<file path="src/rtl/ntt_div_seq.sv">
// Sequential radix-2 restoring divider: 2*RADIX-bit dividend by RADIX-bit divisor.
// One quotient bit per cycle in BUSY; results are held in DONE until consumed.
module ntt_div_seq #(
  parameter int RADIX = 32
) (
  input  logic                 clk,
  input  logic                 reset,
  input  logic                 zeroize,
  input  logic                 valid_i,
  output logic                 ready_o,
  input  logic [2*RADIX-1:0]   A_i,
  input  logic [RADIX-1:0]     B_i,
  output logic                 valid_o,
  input  logic                 ready_i,
  output logic [2*RADIX-1:0]   Q_o,
  output logic [RADIX-1:0]     R_o,
  output logic                 div0_o
);

  localparam int W2 = 2 * RADIX;
  localparam int CW = $clog2(W2 + 1);

  typedef enum logic [1:0] {
    IDLE,
    BUSY,
    DONE
  } state_t;

  state_t            state;
  logic [CW-1:0]     cnt;
  logic [W2-1:0]     dvd;
  logic [RADIX-1:0]  dvs;
  logic [W2-1:0]     quo;
  logic [RADIX-1:0]  rem;

  logic [RADIX:0]    part;
  logic [RADIX:0]    diff;
  logic              ge;
  logic [RADIX-1:0]  rem_n;
  logic [W2-1:0]     quo_n;

  // Restoring step: partial remainder is always < 2*B, so it fits in RADIX+1.
  always_comb begin
    part  = {rem, dvd[W2-1]};
    diff  = part - {1'b0, dvs};
    ge    = (part >= {1'b0, dvs});
    rem_n = ge ? diff[RADIX-1:0] : part[RADIX-1:0];
    quo_n = {quo[W2-2:0], ge};
  end

  always_ff @(posedge clk) begin
    if (reset || zeroize) begin
      state   <= IDLE;
      cnt     <= '0;
      dvd     <= '0;
      dvs     <= '0;
      quo     <= '0;
      rem     <= '0;
      ready_o <= 1'b1;
      valid_o <= 1'b0;
      Q_o     <= '0;
      R_o     <= '0;
      div0_o  <= 1'b0;
    end else begin
      unique case (state)
        IDLE: begin
          if (valid_i) begin
            dvd     <= A_i;
            dvs     <= B_i;
            quo     <= '0;
            rem     <= '0;
            ready_o <= 1'b0;
            if (B_i == '0) begin
              state   <= DONE;
              valid_o <= 1'b1;
              Q_o     <= '1;
              R_o     <= A_i[RADIX-1:0];
              div0_o  <= 1'b1;
            end else begin
              state <= BUSY;
              cnt   <= CW'(W2);
            end
          end
        end
        BUSY: begin
          dvd <= {dvd[W2-2:0], 1'b0};
          quo <= quo_n;
          rem <= rem_n;
          cnt <= cnt - CW'(1);
          if (cnt == CW'(1)) begin
            state   <= DONE;
            valid_o <= 1'b1;
            Q_o     <= quo_n;
            R_o     <= rem_n;
          end
        end
        DONE: begin
          if (ready_i) begin
            state   <= IDLE;
            dvd     <= '0;
            dvs     <= '0;
            quo     <= '0;
            rem     <= '0;
            ready_o <= 1'b1;
            valid_o <= 1'b0;
            Q_o     <= '0;
            R_o     <= '0;
            div0_o  <= 1'b0;
          end
        end
        default: begin
          state   <= IDLE;
          ready_o <= 1'b1;
          valid_o <= 1'b0;
        end
      endcase
    end
  end

endmodule
</file>
<file path="config.mk">
export PLATFORM = sky130hd
export DESIGN_NAME = ntt_div_seq
export DESIGN_NICKNAME = d
export VERILOG_FILES = /design/src/rtl/ntt_div_seq.sv
export SDC_FILE = /design/constraint.sdc
export NUM_CORES = 1
export LEC_CHECK = 0
export ABC_AREA = 1
export BUFFER_PORTS_ARGS = -buffer_cell sky130_fd_sc_hd__buf_2
export CORE_MARGIN = 1
export CORE_UTILIZATION = 40
export CTS_CLUSTER_SIZE = 24
export DETAILED_ROUTE_END_ITERATION = 6
export GPL_ROUTABILITY_DRIVEN = 0
export MAX_ROUTING_LAYER = met4
export RECOVER_POWER = 25
export SKIP_CTS_REPAIR_TIMING = 1
export SYNTH_ARGS = -nofsm -noshare
export SYNTH_HDL_FRONTEND = slang
export SYNTH_SLANG_ARGS = --single-unit
</file>
<file path="constraint.sdc">
create_clock -name clk -period 2.35 [get_ports clk]
set_clock_uncertainty 0.1 [all_clocks]
set_input_delay 0.3525 -clock clk [delete_from_list [all_inputs] [get_ports clk]]
set_output_delay 0.3525 -clock clk [all_outputs]
set_load 0.01 [all_outputs]
</file>
==> results.cfg <==
[worst_setup_path]
crit_family = simple AND/OR/NAND/NOR gates
crit_type = flop to flop
critPathMaxStageDelay_ps = 440
reg2reg_from = rem[10]
cp-end-kind = flop
cp.arrival_ps = 2590
startpoint = rem[10]
cp_max_fo = 7
cp.required_ps = 2630
path_cells = ha_4, nand2_1, nor2_2, nand2_2, nor2_4, nand2_1, nand3_2, nor2_4, nand2_8, buf_4, nand2_8, nand2_1, nand3_1, a21oi_2
cp-start-kind = flop
cp_num_buf_inv = 1
cp_slowest_cell = dfxtp_1
crit_top_cell = nand2_1

[detailed_routing]
routedWlPerCell_um = 16.3
routed_wl_mm = 46.5
drcViolationCount = 0
via_per_inst = 5.27
first_pass_iters = 5
ant_nets = 0
vias = 15016
drt_iter0_markers = 1060

[place]
dp_hpwl_mm = 32.1
io_buffers = 199
dp.cells = 2766

[min_path]
worstHoldStart = A_i[0]
hold_class = primary input to flop

[synth]
netlist_instances = 2085
syn-num-nets = 2225
synth_area_per_cell_um2 = 7.04
ys_ff_latch = 299
synth.cell_area_mm2 = 0.0147
yosysWarnings = 0
ys_seq_area_share_pct = 40.8
yosysUniqueCellTypes = 38

[outcome]
status = completed

[die]
placeableCoreArea_mm2 = 0.0358
die-area_mm2 = 0.0375
std_cell_rows = 69
fp.dieH_um = 194
start_util_pct = 41.0
die_w_um = 194
io_pins = 200

[pwr]
switchingPower_uw = 5370
irDropWorstVdd_mv = 0.533
p_int_uw = 10500
p_per_area_mw_per_mm2 = 830
leakage_uw = 0.00787
clock_power_share_pct = 33.3
power_frac_comb_pct = 31.9
swShare_pct = 33.8
power_frac_seq_pct = 34.8

[global_routing]
grt_pass1_wl_mm = 72.5
antenna_found_initial = 1
grt_pass1_vias = 13710
grt.total_usage_pct = 24.2
overflow = 0
grt_max_degree = 89

[timing]
rsz0062_at_grt = yes
max-slew-margin-rel_pct = 39.2
slew_viol_final = 0
max_freq_mhz = 433
finalSetupViolCount = 0
worst_hold_slack_ps = 5.42
timing.final.hold_violations = 0
tightest_slew_ps = 912
fin_crit_ps = 2310
finalCritPeriodShare_pct = 98.4

[finish]
nFillCells = 3468
syn_to_final_growth_pct = 30.3
final_layout_size_suffix_gt1_share_pct = 21.0
num-nets-final = 2503
instances_no_fill = 2848
finalCoreUtilization_pct = 53.4

[clock_tree]
htreeDepth = 2
cts_tree = built
cts_buffer_depth = 3
cts_sinks = 299
cts_root_buf = clkbuf_16
clkLatencyLatePin_ps = 530
numCtsBuffers = 36
clkTransAtPathRegs_ps = 60

[flow_run]
cap_violations = 0
placed cells by master, fill, tap and decap left out, types with 17 or more instances in the layout:
master / count
nand4_1: 36
inv_2: 21
a21oi_1: 215
nand2_1: 395
nand3b_1: 25
clkbuf_16: 42
inv_1: 211
a31oi_1: 61
buf_12: 17
clkbuf_1: 106
nand3_1: 76
dfxtp_2: 21
buf_2: 103
nand2_2: 34
buf_4: 152
o21ai_0: 220
nor2_1: 101
dfxtp_1: 278
ha_4: 30
a211oi_1: 96
o21ai_1: 32
cell type report:
class | count | area, um2 | share of cell area [%]
antenna | 1 | 2.50 | 0.0131
timing repair buffer | 378 | 2570 | 13.4
inverter | 235 | 897 | 4.69
sequential | 299 | 6010 | 31.4
clock buffer | 52 | 1020 | 5.34
clock inverter | 9 | 95.1 | 0.497
multi-input combinational | 1413 | 7950 | 41.6
tap | 461 | 577 | 3.02
registers in the layout, summed over array words and instances (netlist names):
register / count
Q_o: 64
R_o: 32
cnt: 7
div0_o: 1
dvd: 64
dvs: 32
quo: 63
ready_o: 1
rem: 32
state: 2
valid_o: 1
power groups by stage:
stage | Combinational (uW) | Clock, uW | Sequential [uW]
after CTS | 4430 | 5400 | 5490
final | 5060 | 5290 | 5520
after detailed placement | 4400 | 0 | 5600
after floorplan | 2690 | 0 | 5590
after global placement | 4370 | 0 | 5590
after global routing | 5560 | 5630 | 5540
worst paths after layout:
check,to,slack (ps),cells after the start
setup reg to reg,R_o[31],40,14
hold reg to reg,dvd[14],350,2
hold / removal,dvd[0],5,3
setup / recovery,R_o[31],40,14
per-layer routing:
layer | track usage (%) | part of all wire, % | vias to the layer above | routed length, um
met2 | 34.9 | 44 | 425 | 20300
met4 | 5.90 | 1.8 | 0 | 837
met1 | 35.5 | 49 | 6963 | 22600
li1 | - | - | 7570 | -
met3 | 3.07 | 6.0 | 58 | 2810
met5 | - | 0 | - | 0
stage by stage:
step | power [uW] | cell area, um2 | setup TNS (ps) | setup WS, ps
floorplan | 8270 | 14700 | 0 | 244
global placement | 9960 | 17100 | -6980 | -166
detailed placement | 10000 | 17100 | -9130 | -167
CTS | 15300 | 18200 | -1370 | -106
global route | 16700 | 19100 | -493 | -58.9
finish | 15900 | 19100 | 0 | 38.4
Yosys cell counts (all sizes together):
master | instances | area, um2
a311oi | 1 | 8.76
xnor2 | 15 | 131
a21oi | 225 | 1130
inv | 235 | 882
nor3 | 7 | 40.0
or2 | 3 | 21.3
clkbuf | 101 | 379
dfxtp | 299 | 5990
o21a | 3 | 22.5
fa | 1 | 20.0
a221oi | 1 | 8.76
a21o | 1 | 7.51
xor2 | 1 | 8.76
nand3b | 26 | 199
o21ai | 253 | 1270
o21bai | 3 | 22.5
nand4 | 36 | 225
a21boi | 1 | 7.51
buf | 37 | 203
nand3 | 82 | 410
nor2 | 123 | 469
a211oi | 96 | 721
nand2 | 434 | 1640
a31oi | 61 | 382
and2 | 2 | 12.5
ha | 38 | 475
logic make-up (layout without fill, tap and decap cells):
kind of cell	after synthesis	count (layout)	synth area share, %
adders and majority gates	39	39	3.37
DFF	299	299	40.8
AOI/OAI and AO/OA	645	645	24.4
and+or+nand+nor	713	713	20.6
buffers and inverters	373	674	9.97
xor gates and xnor gates	16	16	0.954
other	0	1	0
worst reg2reg max path: stages, from the launching register on:
cell and delay, ps:
dfxtp_1 440, ha_4 250, nand2_1 130, nor2_2 70, nand2_2 100, nor2_4 50, nand2_1 80, nand3_2 90
nor2_4 230, nand2_8 110, buf_4 180, nand2_8 80, nand2_1 80, nand3_1 110, a21oi_2 60
(Power assumes the default switching activity.)
